$ cat src/rtl/udp_rx_portmux_pkg.sv
// udp_rx_portmux_pkg
//   Constants and types shared by the UDP receive port demultiplexer:
//   protocol number, UDP header length, input metadata bit positions,
//   receive FSM state encoding and the header verdict type.
package udp_rx_portmux_pkg;

    localparam logic [7:0]  IP_PROTO_UDP = 8'd17;
    localparam logic [15:0] UDP_HDR_LEN  = 16'd8;

    // Bit positions inside s_axis_ip_user
    localparam int unsigned USER_IPLEN_HI = 55;
    localparam int unsigned USER_IPLEN_LO = 40;
    localparam int unsigned USER_PROTO_HI = 36;
    localparam int unsigned USER_PROTO_LO = 29;

    typedef enum logic [1:0] {
        ST_IDLE = 2'd0,
        ST_FWD  = 2'd1,
        ST_DROP = 2'd2
    } rx_state_t;

    typedef enum logic [1:0] {
        VERDICT_OK    = 2'd0,
        VERDICT_PROTO = 2'd1,
        VERDICT_LEN   = 2'd2,
        VERDICT_PORT  = 2'd3
    } verdict_t;

endpackage

$ cat src/rtl/udp_rx_portmux_port_table.sv
// udp_port_table
//   Listening-port table with a single write port and a combinational
//   lookup. Entry 0 resets to {P_DEFAULT_PORT, enabled}; all other entries
//   reset disabled. Writes to indices >= P_PORT_NUM are ignored. When
//   several enabled entries match, the lowest index is reported.
// Ports:
//   i_clk, i_rst_n   clock, asynchronous active-low reset
//   i_wr_en          write strobe
//   i_wr_idx         entry index (4 bits)
//   i_wr_num         UDP port number to store
//   i_wr_ena         entry enable to store
//   i_lookup_port    port number to match
//   o_hit            an enabled entry matched
//   o_idx            index of the lowest matching entry
module udp_port_table #(
    parameter int unsigned P_PORT_NUM     = 4,
    parameter logic [15:0] P_DEFAULT_PORT = 16'h0808
) (
    input  logic        i_clk,
    input  logic        i_rst_n,
    input  logic        i_wr_en,
    input  logic [3:0]  i_wr_idx,
    input  logic [15:0] i_wr_num,
    input  logic        i_wr_ena,
    input  logic [15:0] i_lookup_port,
    output logic        o_hit,
    output logic [3:0]  o_idx
);

    logic [15:0] port_num [P_PORT_NUM];
    logic        port_en  [P_PORT_NUM];

    // Per-entry index compare makes out-of-range writes fall through naturally.
    always_ff @(posedge i_clk or negedge i_rst_n) begin
        if (!i_rst_n) begin
            for (int unsigned i = 0; i < P_PORT_NUM; i++) begin
                port_num[i] <= P_DEFAULT_PORT;
                port_en[i]  <= (i == 0);
            end
        end else begin
            for (int unsigned i = 0; i < P_PORT_NUM; i++) begin
                if (i_wr_en && (i_wr_idx == 4'(i))) begin
                    port_num[i] <= i_wr_num;
                    port_en[i]  <= i_wr_ena;
                end
            end
        end
    end

    // Scan from the highest index down so the lowest match is the last write.
    always_comb begin
        o_hit = 1'b0;
        o_idx = '0;
        for (int unsigned k = 0; k < P_PORT_NUM; k++) begin
            if (port_en[P_PORT_NUM-1-k] && (port_num[P_PORT_NUM-1-k] == i_lookup_port)) begin
                o_hit = 1'b1;
                o_idx = 4'(P_PORT_NUM-1-k);
            end
        end
    end

endmodule

$ cat src/rtl/udp_rx_portmux.sv
// udp_rx_portmux
//   Receives IP payload beats, classifies the UDP header beat against a
//   listening-port table and forwards the UDP payload with a fixed two-cycle
//   latency. Non-UDP, length-error and port-miss datagrams are dropped and
//   counted; counters saturate.
// Ports:
//   i_clk, i_rst_n        clock, asynchronous active-low reset
//   i_port_wr_*           port-table write (strobe, index, number, enable)
//   s_axis_ip_*           input stream (data, user metadata, keep, last, valid)
//   m_axis_user_*         output payload stream (data, user, keep, last, valid)
//   o_cnt_*               accepted / protocol / port / length drop counters
module udp_rx_portmux
    import udp_rx_portmux_pkg::*;
#(
    parameter int unsigned P_PORT_NUM     = 4,
    parameter logic [15:0] P_DEFAULT_PORT = 16'h0808,
    parameter int unsigned P_CNT_W        = 32
) (
    input  logic               i_clk,
    input  logic               i_rst_n,
    input  logic               i_port_wr_en,
    input  logic [3:0]         i_port_wr_idx,
    input  logic [15:0]        i_port_wr_num,
    input  logic               i_port_wr_ena,
    input  logic [63:0]        s_axis_ip_data,
    input  logic [55:0]        s_axis_ip_user,
    input  logic [7:0]         s_axis_ip_keep,
    input  logic               s_axis_ip_last,
    input  logic               s_axis_ip_valid,
    output logic [63:0]        m_axis_user_data,
    output logic [31:0]        m_axis_user_user,
    output logic [7:0]         m_axis_user_keep,
    output logic               m_axis_user_last,
    output logic               m_axis_user_valid,
    output logic [P_CNT_W-1:0] o_cnt_ok,
    output logic [P_CNT_W-1:0] o_cnt_drop_proto,
    output logic [P_CNT_W-1:0] o_cnt_drop_port,
    output logic [P_CNT_W-1:0] o_cnt_drop_len
);

    localparam logic [P_CNT_W-1:0] CNT_ONE = {{(P_CNT_W-1){1'b0}}, 1'b1};

    rx_state_t   state;
    rx_state_t   st_eff;
    logic        resync;
    verdict_t    verdict;
    logic        tbl_hit;
    logic [3:0]  tbl_idx;
    logic [15:0] hdr_dst;
    logic [15:0] hdr_udp_len;
    logic [15:0] hdr_ip_len;
    logic [7:0]  hdr_proto;
    logic [31:0] hdr_user;

    logic        s1_valid;
    logic [63:0] s1_data;
    logic [7:0]  s1_keep;
    logic        s1_last;
    logic [31:0] s1_user;

    logic        unused_user_bits;

    assign hdr_dst     = s_axis_ip_data[47:32];
    assign hdr_udp_len = s_axis_ip_data[31:16];
    assign hdr_ip_len  = s_axis_ip_user[USER_IPLEN_HI:USER_IPLEN_LO];
    assign hdr_proto   = s_axis_ip_user[USER_PROTO_HI:USER_PROTO_LO];
    assign unused_user_bits = ^{s_axis_ip_user[39:37], s_axis_ip_user[28:0]};

    udp_port_table #(
        .P_PORT_NUM     (P_PORT_NUM),
        .P_DEFAULT_PORT (P_DEFAULT_PORT)
    ) u_port_table (
        .i_clk         (i_clk),
        .i_rst_n       (i_rst_n),
        .i_wr_en       (i_port_wr_en),
        .i_wr_idx      (i_port_wr_idx),
        .i_wr_num      (i_port_wr_num),
        .i_wr_ena      (i_port_wr_ena),
        .i_lookup_port (hdr_dst),
        .o_hit         (tbl_hit),
        .o_idx         (tbl_idx)
    );

    // First cycle after reset: a valid non-last beat is mid-packet, so
    // treat it as if we were already dropping that packet.
    always_comb begin
        st_eff = state;
        if (resync) begin
            st_eff = (s_axis_ip_valid && !s_axis_ip_last) ? ST_DROP : ST_IDLE;
        end
    end

    always_comb begin
        verdict = VERDICT_OK;
        if (hdr_proto != IP_PROTO_UDP) begin
            verdict = VERDICT_PROTO;
        end else if ((hdr_udp_len < UDP_HDR_LEN) || (hdr_udp_len != hdr_ip_len)) begin
            verdict = VERDICT_LEN;
        end else if (!tbl_hit) begin
            verdict = VERDICT_PORT;
        end
    end

    always_ff @(posedge i_clk or negedge i_rst_n) begin
        if (!i_rst_n) begin
            state             <= ST_IDLE;
            resync            <= 1'b1;
            hdr_user          <= '0;
            s1_valid          <= 1'b0;
            s1_data           <= '0;
            s1_keep           <= '1;
            s1_last           <= 1'b0;
            s1_user           <= '0;
            m_axis_user_valid <= 1'b0;
            m_axis_user_data  <= '0;
            m_axis_user_keep  <= '1;
            m_axis_user_last  <= 1'b0;
            m_axis_user_user  <= '0;
            o_cnt_ok          <= '0;
            o_cnt_drop_proto  <= '0;
            o_cnt_drop_port   <= '0;
            o_cnt_drop_len    <= '0;
        end else begin
            resync   <= 1'b0;
            s1_valid <= 1'b0;

            case (st_eff)
                ST_IDLE: begin
                    state <= ST_IDLE;
                    if (s_axis_ip_valid) begin
                        case (verdict)
                            VERDICT_OK:    if (o_cnt_ok != '1)         o_cnt_ok         <= o_cnt_ok + CNT_ONE;
                            VERDICT_PROTO: if (o_cnt_drop_proto != '1) o_cnt_drop_proto <= o_cnt_drop_proto + CNT_ONE;
                            VERDICT_LEN:   if (o_cnt_drop_len != '1)   o_cnt_drop_len   <= o_cnt_drop_len + CNT_ONE;
                            default:       if (o_cnt_drop_port != '1)  o_cnt_drop_port  <= o_cnt_drop_port + CNT_ONE;
                        endcase
                        if (verdict == VERDICT_OK) begin
                            hdr_user <= {4'h0, tbl_idx, 8'h00, hdr_udp_len - UDP_HDR_LEN};
                        end
                        if (!s_axis_ip_last) begin
                            state <= (verdict == VERDICT_OK) ? ST_FWD : ST_DROP;
                        end
                    end
                end
                ST_FWD: begin
                    state <= ST_FWD;
                    if (s_axis_ip_valid) begin
                        s1_valid <= 1'b1;
                        s1_data  <= s_axis_ip_data;
                        s1_keep  <= s_axis_ip_last ? s_axis_ip_keep : 8'hFF;
                        s1_last  <= s_axis_ip_last;
                        s1_user  <= hdr_user;
                        if (s_axis_ip_last) begin
                            state <= ST_IDLE;
                        end
                    end
                end
                default: begin
                    state <= (s_axis_ip_valid && s_axis_ip_last) ? ST_IDLE : ST_DROP;
                end
            endcase

            // User field travels with each beat so a following header cannot
            // change it while the previous packet is still in the pipeline.
            m_axis_user_valid <= s1_valid;
            if (s1_valid) begin
                m_axis_user_data <= s1_data;
                m_axis_user_keep <= s1_keep;
                m_axis_user_last <= s1_last;
                m_axis_user_user <= s1_user;
            end
        end
    end

endmodule

$ cat config.mk
export PLATFORM = sky130hd
export DESIGN_NAME = udp_rx_portmux
export DESIGN_NICKNAME = d
export VERILOG_FILES = /design/src/rtl/udp_rx_portmux_pkg.sv /design/src/rtl/udp_rx_portmux_port_table.sv /design/src/rtl/udp_rx_portmux.sv
export SDC_FILE = /design/constraint.sdc
export NUM_CORES = 1
export LEC_CHECK = 0
export ABC_AREA = 1
export BUFFER_PORTS_ARGS = -buffer_cell sky130_fd_sc_hd__buf_2
export CORE_ASPECT_RATIO = 0.9
export CORE_MARGIN = 3
export CORE_UTILIZATION = 49
export DETAILED_ROUTE_END_ITERATION = 16
export PLACE_DENSITY = 0.75
export REMOVE_ABC_BUFFERS = 1
export SYNTH_ARGS = -nofsm -noshare
export SYNTH_HDL_FRONTEND = slang
export SYNTH_SLANG_ARGS = --single-unit
$ cat constraint.sdc
create_clock -name i_clk -period 1.9 [get_ports i_clk]
set_input_delay 0.38 -clock i_clk [delete_from_list [all_inputs] [get_ports i_clk]]
set_output_delay 0.38 -clock i_clk [all_outputs]
set_load 0.1 [all_outputs]
-- After elaboration in Yosys (flattened, before gate mapping)
Index checks and enable logic that the tools add are counted.
- register bits after elaboration: 407
- bits of input ports: 154
- word-level logic and storage cells: 93
- add/subtract/negate cells: 5
- order comparisons: 1
- eq/ne operators: 16
- mux-type cells: 23
- bitwise logic cells: 1
- reductions and logical operators: 22
- operators with widths (kind ; count):
    adder 32 x 1 -> 32 bit, second input constant ; 4
    inequality test 32 bit, second input constant ; 4
    equality test 16 bit ; 4
    two-way mux 2 bit ; 13
    < comparator 16 x 4 -> 1 bit, second input constant ; 1
    inequality test 16 bit ; 1
    AND reduction 4 bit ; 4
    subtractor 16 x 4 -> 16 bit, second input constant ; 1
    logical AND 1 bit ; 10
    equality test 4 x 2 -> 1 bit, second input constant ; 2
    two-way mux 1 bit ; 8
    two-way mux 8 bit ; 1
    inequality test 8 x 5 -> 1 bit, second input constant ; 1
    equality test 2 x 1 -> 1 bit, second input constant ; 2
    equality test 4 x 1 -> 1 bit, second input constant ; 1
    logical NOT 2 bit ; 2
    logical NOT 4 bit ; 1
    case mux 2 bit (2 select lines) ; 1
    AND reduction 3 bit ; 1
    OR reduction 3 bit ; 1
    equality test 2 bit, second input constant ; 1
    AND reduction 2 bit ; 1
    logical NOT 1 bit ; 1
    logical OR 1 bit ; 1
    inverter 1 bit ; 1

-- Logic depth before layout (Yosys ltp)
Gate-level depths: netlist (run 1).
- word-level depth: 14
- gate-level depth with buffers: 16
- gate-level depth less buffers: 16

-- By module
Synthesis (run 1) repeated with hierarchy kept, for this count alone.
- cells, all modules: 2409
- area, all modules: 20134.3 um^2
- by module, submodules not included (module ; instances ; cells an instance ; area an instance (um^2)):
    udp_rx_portmux ; 1 ; 1935 ; 16588.4
    udp_port_table ; 1 ; 474 ; 3545.9

-- Least setup slack after synthesis (run 1)
OpenSTA, ideal clock, no wires.
- kind: flip-flop to flip-flop
- start point: reg o_cnt_drop_proto[1]
- end point: reg o_cnt_drop_proto[20]
- setup time: 0.159 ns
- arrival time: 2.444 ns
- required time: 1.741 ns
- slack: -0.703 ns
- stages on the path, launching flop included: 12
- buffers on the path: 0
- clock period less this slack: 2.603 ns
- cell sequence: dfrtp_1 ha_1 nand2_1 nor2_1 inv_2 nor2_1 inv_2 nor2_2 nand3_1 nor2_4 nand2_1 xnor2_1
- longest elaborated chain between the ends: 2
- RTL lines (element ; RTL line ; text):
    start, declared ; udp_rx_portmux.sv:36 ; output logic [P_CNT_W-1:0] o_cnt_drop_proto,
    start signal, assigned ; udp_rx_portmux.sv:133 ; VERDICT_PROTO: if (o_cnt_drop_proto != '1) o_cnt_drop_proto <= o_cnt_drop_proto + CNT_ONE;
    branches (longest 2 deep; another with adder 32 x 1 -> 32 bit) ; - ;
Parallel ways; which one is timed is not known.
A chain may end at the register's enable or synchronous reset.

-- Worst setup path after layout (run 1)
- start point: reg u_port_table.port_num[27] in the netlist's numbering
- end point: reg o_cnt_ok[19]
- longest elaborated chain between the ends: 10
- RTL lines (element ; RTL line ; text):
    start, declared ; udp_rx_portmux_port_table.sv:30 ; logic [15:0] port_num [P_PORT_NUM];
    start signal, assigned by index ; udp_rx_portmux_port_table.sv:43 ; port_num[i] <= i_wr_num;
    equality test 16 bit ; udp_rx_portmux_port_table.sv:55 ; if (port_en[P_PORT_NUM-1-k] && (port_num[P_PORT_NUM-1-k] == i_lookup_port)) begin
    logical AND 1 bit ; udp_rx_portmux_port_table.sv:55 ;
    two-way mux 1 bit (3 in series) ; udp_rx_portmux_port_table.sv:55 ;
    two-way mux 2 bit ; udp_rx_portmux.sv:99 ; end else if (!tbl_hit) begin
    two-way mux 2 bit ; udp_rx_portmux.sv:97 ; end else if ((hdr_udp_len < UDP_HDR_LEN) || (hdr_udp_len != hdr_ip_len)) begin
    two-way mux 2 bit ; udp_rx_portmux.sv:95 ; if (hdr_proto != IP_PROTO_UDP) begin
    logical NOT 2 bit ; udp_rx_portmux.sv:131 ; case (verdict)
    AND reduction 4 bit (no source line) ; - ;
    end signal, assigned ; udp_rx_portmux.sv:132 ; VERDICT_OK: if (o_cnt_ok != '1) o_cnt_ok <= o_cnt_ok + CNT_ONE;
    end, declared ; udp_rx_portmux.sv:35 ; output logic [P_CNT_W-1:0] o_cnt_ok,
Every way passes these cells.

==> key figures, run 1 <==
Clock network
  – # clock sinks: 401
  – Max Root-Sink Buffers: 3
  – H-tree depth: 2
  – Root buf cell: clkbuf_16
  – Total CTS buffers: 43
  – CTS tree: yes
  – Clk pin slew, worst setup/hold paths: 0.06 ns
  – Clk_lat worst skew: between 0.5 and 0.6 ns

Yosys
  – Synth cell types: 49
  – Syn. warnings: 0
  – Biggest area consumer among synthesized cells: dfrtp_1
  – Synth top area share: 0.4505
  – Number of flops mapped to enable cells by yosys: 0
  – Largest cells by area after synthesis: dfrtp_1 (45%), nand2_1 (15%), mux2_2 (4.8%), xor2_1 (4.8%), inv_1 (4.3%)
  – Syn Inst Count: 2,526
  – Most numerous cell in the Yosys netlist: nand2_1
  – Post-synth top cells: nand2_1 (849), dfrtp_1 (375), inv_1 (236)
  – Mean Syn Cell Area: 8.247 sq um
  – Mapped Area: 20,830 sq um
  – Register area share after synthesis: 0.4833
  – Flops & latches, synth: approximately 400
  – Async SR Flop Fraction: 1.000
  – Most used DFF post-synth: dfrtp_1

STA
  – Slew @ Worst Pin: between 0.6 and 0.7 ns
  – Worst Clk Skew: ~0.012 ns
  – Fin crit share: 1.114
  – Fmax: 472.3 MHz
  – Max-slew violations: 0
  – Final setup TNS: -10.41 ns
  – RSZ-0062 raised after global routing: yes
  – Post-route minimum period: 2.117 ns
  – Rel. slew slack: 0.5593
  – Final worst setup slack: -0.2174 ns
  – Final setup violation count: between 70 and 80
  – Final Hold Fails: 0

GRT
  – Initial antenna violation count: 9
  – First-pass GRT wire length: 100,000 um
  – Gr ovfl total: 0
  – Largest net degree at the start of global routing: 82
  – Total GRT Usage: 0.2753
  – Vias in the first global route: 19,002

Power
  – Combinational power share: 0.197
  – Internal power: 15.39 mW
  – Sw frac: 0.3182
  – Leakage: 14.37 nW
  – Clock power frac: 0.377
  – Pwr Total: 22.57 mW
  – Max VDD drop: a little under 700 uV
  – Sequential share of power: 0.426
  – Pwr dens: around 820 nW/um^2
  – Sw power: 7.180 mW

Floorplanning
  – Die area: approximately 45,000 sq um
  – # IOs: slightly below 400
  – Die Height: between 200 and 250 um
  – Starting density of the core: 0.4968
  – Core footprint: approximately 42,000 sq um
  – Row count: 71
  – Die Span X: 223.3 um

Routing
  – Vias per cell: 5.158
  – Iteration-0 DRC Markers: 1,388
  – DRT antenna net count: 0
  – First drt pass iteration count: 5
  – Routed vias: 19,198
  – Post-DR wirelength/cell: around 17 um
  – DRC Markers: 0
  – Routed wire length: between 60,000 and 70,000 um

Critical path
  – WP data required: 2.35 ns
  – R2r setup slk: -0.22 ns
  – CP startpoint kind: flip-flop
  – Arr. time, crit path: 2.57 ns
  – Setup crit end kind: flip-flop
  – WS Path Type: reg -> reg
  – Max FO, Critical Path: 15

Cells and area
  – Share of layout cells above drive strength 1: 0.3036
  – Area grow syn2layout: 31.53%
  – Final Util: 0.6535
  – Final-stage net count: ~3,300

Min path
  – Class of the worst hold path: in -> reg

Run
  – Number of max-cap violations: 0

Run status
  – Status: complete, but fails checks
  – Failing checks: negative setup slack

Placed design
  – Port bufs: 341
  – Detailed-placement wirelength estimate: between 40,000 and 50,000 um
  – GPL Wtd Cong: roughly 0.96
==> through the flow <==
stage,worst slack (ns),area (sq um),std cells,hold slack (ns)
final,-0.2174,27400,3722,0.03044
after global routing,-0.3650,27400,3721,0.002699
after CTS,-0.1539,26870,3703,0.0006414
after detailed placement,-0.3573,24850,3588,0.2929
after global placement,-0.3189,24850,3588,0.2993
after floorplan,-1.732,20390,2456,0.08441
==> area by class of cell <==
type / count / area (sq um)
fillers: 3447 / 14530
well taps: 547 / 684.4
clock buffers: 62 / 1257
repair buffers: 633 / 4574
flip-flops and latches: 401 / 10070
diodes: 6 / 15.01
clock inverters: 18 / 191.4
inverters: 274 / 1039
multi-input cells: 1781 / 9565
==> sequential cells by signal, summed over array words and instances, names as in the netlist <==
register               flops
u_port_table.port_en       4
s1_keep                    8
m_axis_user_valid          1
m_axis_user_keep           8
hdr_user                  18
s1_user                   18
o_cnt_drop_port           32
m_axis_user_user          18
m_axis_user_last           1
m_axis_user_data          64
u_port_table.port_num     64
o_cnt_ok                  32
s1_data                   64
state                      2
s1_valid                   1
o_cnt_drop_proto          32
s1_last                    1
o_cnt_drop_len            32
resync                     1
==> power groups by stage <==
stage | Clock (mW) | Combinational (mW) | Sequential (mW)
after floorplan | 0 | 1.47 | 11.0
after global placement | 0 | 4.19 | 9.70
after detailed placement | 0 | 4.26 | 9.73
after CTS | 8.68 | 4.37 | 9.59
after global routing | 8.98 | 4.81 | 9.68
final | 8.51 | 4.44 | 9.62
==> cell families after synthesis <==
family | after synthesis | synth area share
buffers and inverters | 358 | 0.07298
adders and majority gates | 5 | 0.003003
and+or+nand+nor | 1308 | 0.2681
AOI/OAI and AO/OA | 216 | 0.06109
DFF | 401 | 0.4833
other | 1 | 0.0001800
muxes | 89 | 0.04811
xor gates and xnor gates | 148 | 0.06331
==> path summary, 6_finish.rpt <==
path                                           start  cells after the start            to
min in group asynchronous                    i_rst_n                      2  o_cnt_ok[11]
hold / removal                     s_axis_ip_data[4]                      3    s1_data[4]
setup reg to reg           u_port_table.port_num[27]                     11  o_cnt_ok[19]
max in group asynchronous                    i_rst_n                      3    s1_keep[6]
setup / recovery           u_port_table.port_num[27]                     11  o_cnt_ok[19]
hold reg to reg                           s1_data[9]                      2    s1_data[9]
==> routing by layer <==
metal | track usage | vias up | routed length [um]
met5 | 0 | - | 55
met4 | 0.09068 | 8 | 1834
met3 | 0.04916 | 118 | 4061
met2 | 0.4426 | 612 | 29240
met1 | 0.3806 | 9246 | 28660
li1 | - | 9214 | -
==> cell usage in the layout (no fill, tap or decap), types with 25 or more instances in the layout <==
master	n
xor2_1	113
inv_1	231
o21ai_0	110
nand3_1	80
o21ai_1	44
nor3_1	53
xnor2_1	32
inv_2	35
nand2_1	830
dfstp_2	26
mux2_2	89
clkbuf_4	39
dlygate4sd3_1	31
buf_4	294
nand2_2	25
dfrtp_1	372
nand4_1	47
clkbuf_16	48
buf_2	239
nor2_1	168
==> repair_timing <==
item,4_1_cts,5_1_grt
resized for setup,85,99
hold buffers,31,0
pin swaps,6,20
cloned,0,7
setup buffers,4,7
hold endpoints to repair,51,0
setup endpoints to repair,160,186
==> worst max-delay path, cell delays in order (launching register included) <==
cell and delay, ns:
dfstp_2 0.56, or2_1 0.17, nand4_1 0.19, nor2_2 0.16
nand3_2 0.09, nand2_2 0.11, inv_2 0.05, nand2_4 0.08
nand4_4 0.14, buf_12 0.20, o21bai_1 0.15, nand2_1 0.08
No activity file was read; power rests on OpenSTA's default activity.
==> run 2: changes to the inputs <==
--- a/config.mk
+++ b/config.mk
@@ -5,13 +5,12 @@
 export SDC_FILE = /design/constraint.sdc
 export NUM_CORES = 1
 export LEC_CHECK = 0
-export ABC_AREA = 1
 export BUFFER_PORTS_ARGS = -buffer_cell sky130_fd_sc_hd__buf_2
 export CORE_ASPECT_RATIO = 0.9
 export CORE_MARGIN = 3
 export CORE_UTILIZATION = 49
 export DETAILED_ROUTE_END_ITERATION = 16
-export PLACE_DENSITY = 0.75
+export PLACE_DENSITY = 0.76
 export REMOVE_ABC_BUFFERS = 1
 export SYNTH_ARGS = -nofsm -noshare
 export SYNTH_HDL_FRONTEND = slang
==> run 2 against run 1 <==
Net effect: the run still ends with negative setup slack left; critical path depth fell by 2; sequential share of layout area is 3.3 points higher; synthesized area fell by 15%; clock skew is 0.015 ns higher; clock-buffer cell count up 2; wire length decreased by 19%; critical endpoint is now o_cnt_drop_port[5]; largest power group unchanged.
==> key figures, run 2 <==
Run status
  – Status: complete, but fails checks
  – Failing checks: negative setup slack

Critical path
  – Critical path's largest stage delay: 0.64 ns
  – Arr. time, crit path: 2.97 ns
  – Max FO, Critical Path: 7
  – WP data required: 2.33 ns
  – R2r setup slk: -0.64 ns
  – Max stage delay cell, worst path: or4_4
  – WS Path Type: reg -> reg
  – CP startpoint kind: flip-flop
  – Worst R2R End: o_cnt_drop_port[5]
  – Setup crit end kind: flip-flop
  – Reg-to-Reg Start: u_port_table.port_num[38]
  – Worst path cell trace: xor2_1 > nor4_2 > and3_1 > and2_4 > or4_4 > buf_12 > buf_12 > nor3_4 > xor2_1
  – R2R cell count: 9

Yosys
  – Number of flops mapped to enable cells by yosys: 0
  – Register area share after synthesis: 0.5675
  – Async SR Flop Fraction: 1.000
  – Most used DFF post-synth: dfrtp_1
  – Mapped Area: 17,740 sq um
  – Syn Inst Count: 1,400
  – Flops & latches, synth: 401
  – Syn. warnings: 0
  – Synth cell types: 51
  – Biggest area consumer among synthesized cells: dfrtp_1
  – Most numerous cell in the Yosys netlist: dfrtp_1
  – Mean Syn Cell Area: 12.67 sq um
  – Synth top area share: 0.5290
  – Post-synth top cells: dfrtp_1 (375), mux2_2 (250), xnor2_1 (124)
  – Largest cells by area after synthesis: dfrtp_1 (53%), mux2_2 (16%), xnor2_1 (6.1%), xor2_1 (4.4%), dfstp_2 (3.9%)

Power
  – Max VDD drop: 689.9 uV
  – Pwr dens: 778.9 nW/um^2
  – Leakage: between 10 and 15 nW

GRT
  – Total GRT Usage: 0.2492
  – Initial antenna violation count: 4
  – Vias in the first global route: 14,440
  – First-pass GRT wire length: between 70,000 and 80,000 um
  – Gr ovfl total: 0
  – Largest net degree at the start of global routing: 68

Floorplanning
  – Core footprint: 35,380 sq um
  – Die Span X: 206.6 um
  – # IOs: 388
  – Row count: 65
  – Starting density of the core: 0.5014
  – Die Height: between 150 and 200 um
  – Die area: 38,520 sq um

Routing
  – Post-DR wirelength/cell: a little over 20 um
  – Routed vias: ~14,000
  – First drt pass iteration count: 4
  – Vias per cell: ~5.5
  – DRC Markers: 0
  – Iteration-0 DRC Markers: around 800
  – Routed wire length: approximately 52,000 um
  – DRT antenna net count: 0

Clock network
  – # clock sinks: roughly 400
  – Clk pin slew, worst setup/hold paths: roughly 0.060 ns
  – Clk_lat worst skew: 0.54 ns
  – Root buf cell: clkbuf_16
  – CTS tree: yes
  – Total CTS buffers: 42
  – H-tree depth: 2
  – Max Root-Sink Buffers: 3

Cells and area
  – Most frequent cells in the layout: dfrtp_1 (374), buf_2 (327), buf_4 (245)
  – Commonest non-fill, non-tap cell in the layout: dfrtp_1
  – Area of the multi-input gates: 8547 sq um
  – Area grow syn2layout: 41.74%
  – Final-stage net count: roughly 2,200
  – Number of fill cells in the layout: 2,255
  – Final Non-Filler Cells: between 2,000 and 3,000
  – Regs by FF count: m_axis_user_data (64), s1_data (64), u_port_table.port_num (64)
  – Register area: 10,070 sq um
  – Design Area, Final: ~25,000 sq um
  – Share of layout cells above drive strength 1: 0.5590

STA
  – Post-route minimum period: around 2.5 ns
  – Final worst setup slack: -0.6358 ns
  – Slew @ Worst Pin: 0.7127 ns
  – Final setup violation count: 147
  – Worst Clk Skew: 0.02676 ns
  – Fmax: 394.3 MHz
  – Rel. slew slack: 0.5182
  – Fin crit share: 1.335
  – RSZ-0062 raised after global routing: yes
  – Hold slack: 0.04599 ns
  – Final Hold Fails: 0
  – Max-slew violations: 0

Placed design
  – Detailed-placement wirelength estimate: 33,280 um
  – GPL Wtd Cong: 0.8747
  – Port bufs: about 340
  – Dpl cells: 2,395
  – Placed standard-cell area: between 20,000 and 25,000 sq um

Min path
  – End of the worst hold path: s1_keep[3]
  – Min-delay src: s_axis_ip_keep[3]
  – Class of the worst hold path: in -> reg
  – Min-Delay Path Depth: 3

Run
  – Number of max-cap violations: 0
-- run 2: cell types whose count changed after synthesis, moves of 19 or more --
cell      previous run  this run
nand2_1            849        42
inv_1              236        31
mux2_2              89       250
nor2_1             182        49
xnor2_1             32       124
o21ai_0            111        21
o21ai_1             47         0
inv_2               33         0
nand3_1             85        55
and3_1               2        29
xor2_1             113        90
o21bai_1            19         0
-- run 2: critical path, delay by kind of cell (launching register included) --
kind	cells	cell delay (ns)
simple gates	5	1.29
buf+inv	2	0.35
flops	1	0.40
xor+xnor	2	0.39
-- run 2: timing repair --
item | CTS | global route
setup endpoints to repair | 151 | 185
pin swaps | 68 | 113
gates cloned | 7 | 2
hold endpoints to repair | 27 | 0
hold buffers | 1 | 0
gates resized for setup | 149 | 158
setup buffers | 27 | 25
-- run 2: stage by stage --
step | power (mW) | TNS [ns] | worst slack (ns) | util
3_3_place_gp | 11.61 | -116.49 | -1.096 | 0.6172
3_5_place_dp | 11.70 | -124.32 | -1.117 | 0.6172
2_1_floorplan | 10.72 | -365.26 | -1.482 | -
6_report | 19.58 | -57.37 | -0.6358 | 0.7107
5_1_grt | 20.32 | -67.98 | -0.7194 | 0.7104
4_1_cts | 19.66 | -51.57 | -0.5511 | 0.6862
-- run 2: cell families after synthesis --
| family | after synthesis | synth area share |
|---|---|---|
| xor+xnor | 214 | 0.1057 |
| flops | 401 | 0.5675 |
| other cells | 1 | 0.0002114 |
| compound gates | 44 | 0.01615 |
| mux | 252 | 0.1602 |
| simple gates | 369 | 0.1166 |
| fa+ha+maj | 5 | 0.003527 |
| buf+inv | 114 | 0.03012 |
-- run 2: area by class of cell --
class / count / area share
Multi-Input combinational cell: 903 / 0.3399
Clock inverter: 9 / 0.003085
Inverter: 31 / 0.004628
Sequential cell: 401 / 0.4005
Tap cell: 469 / 0.02334
Antenna cell: 4 / 0.0003981
Clock buffer: 64 / 0.04872
Timing Repair Buffer: 642 / 0.1793
-- run 2: worst max path at each step --
stage	from	endpoint	slack (ns)	depth (start not counted)
floorplan	state[1]	s1_data[0]	-1.48	3
global placement	s_axis_ip_data[26]	o_cnt_drop_port[21]	-1.10	9
detailed placement	s_axis_ip_data[26]	o_cnt_drop_port[15]	-1.12	9
CTS	u_port_table.port_num[36]	o_cnt_drop_port[1]	-0.55	9
global route	u_port_table.port_num[38]	o_cnt_drop_port[5]	-0.72	9
finish	u_port_table.port_num[38]	o_cnt_drop_port[5]	-0.64	9
-- run 2: per-layer routing --
metal | GRT usage | part of all wire | up-vias
met5 | 0 | 0.00089 | -
met4 | 0.08301 | 0.044 | 6
met3 | 0.05093 | 0.069 | 165
met2 | 0.4230 | 0.50 | 512
met1 | 0.3196 | 0.38 | 7053
li1 | - | - | 6151
-- run 2: report_power, final --
| group | switching (mW) | total, mW | internal (mW) |
|---|---|---|---|
| Sequential | 0.290 | 9.27 | 8.98 |
| Clock | 3.30 | 7.87 | 4.57 |
| Combinational | 1.42 | 2.44 | 1.02 |
| Total | 5.01 | 19.6 | 14.6 |
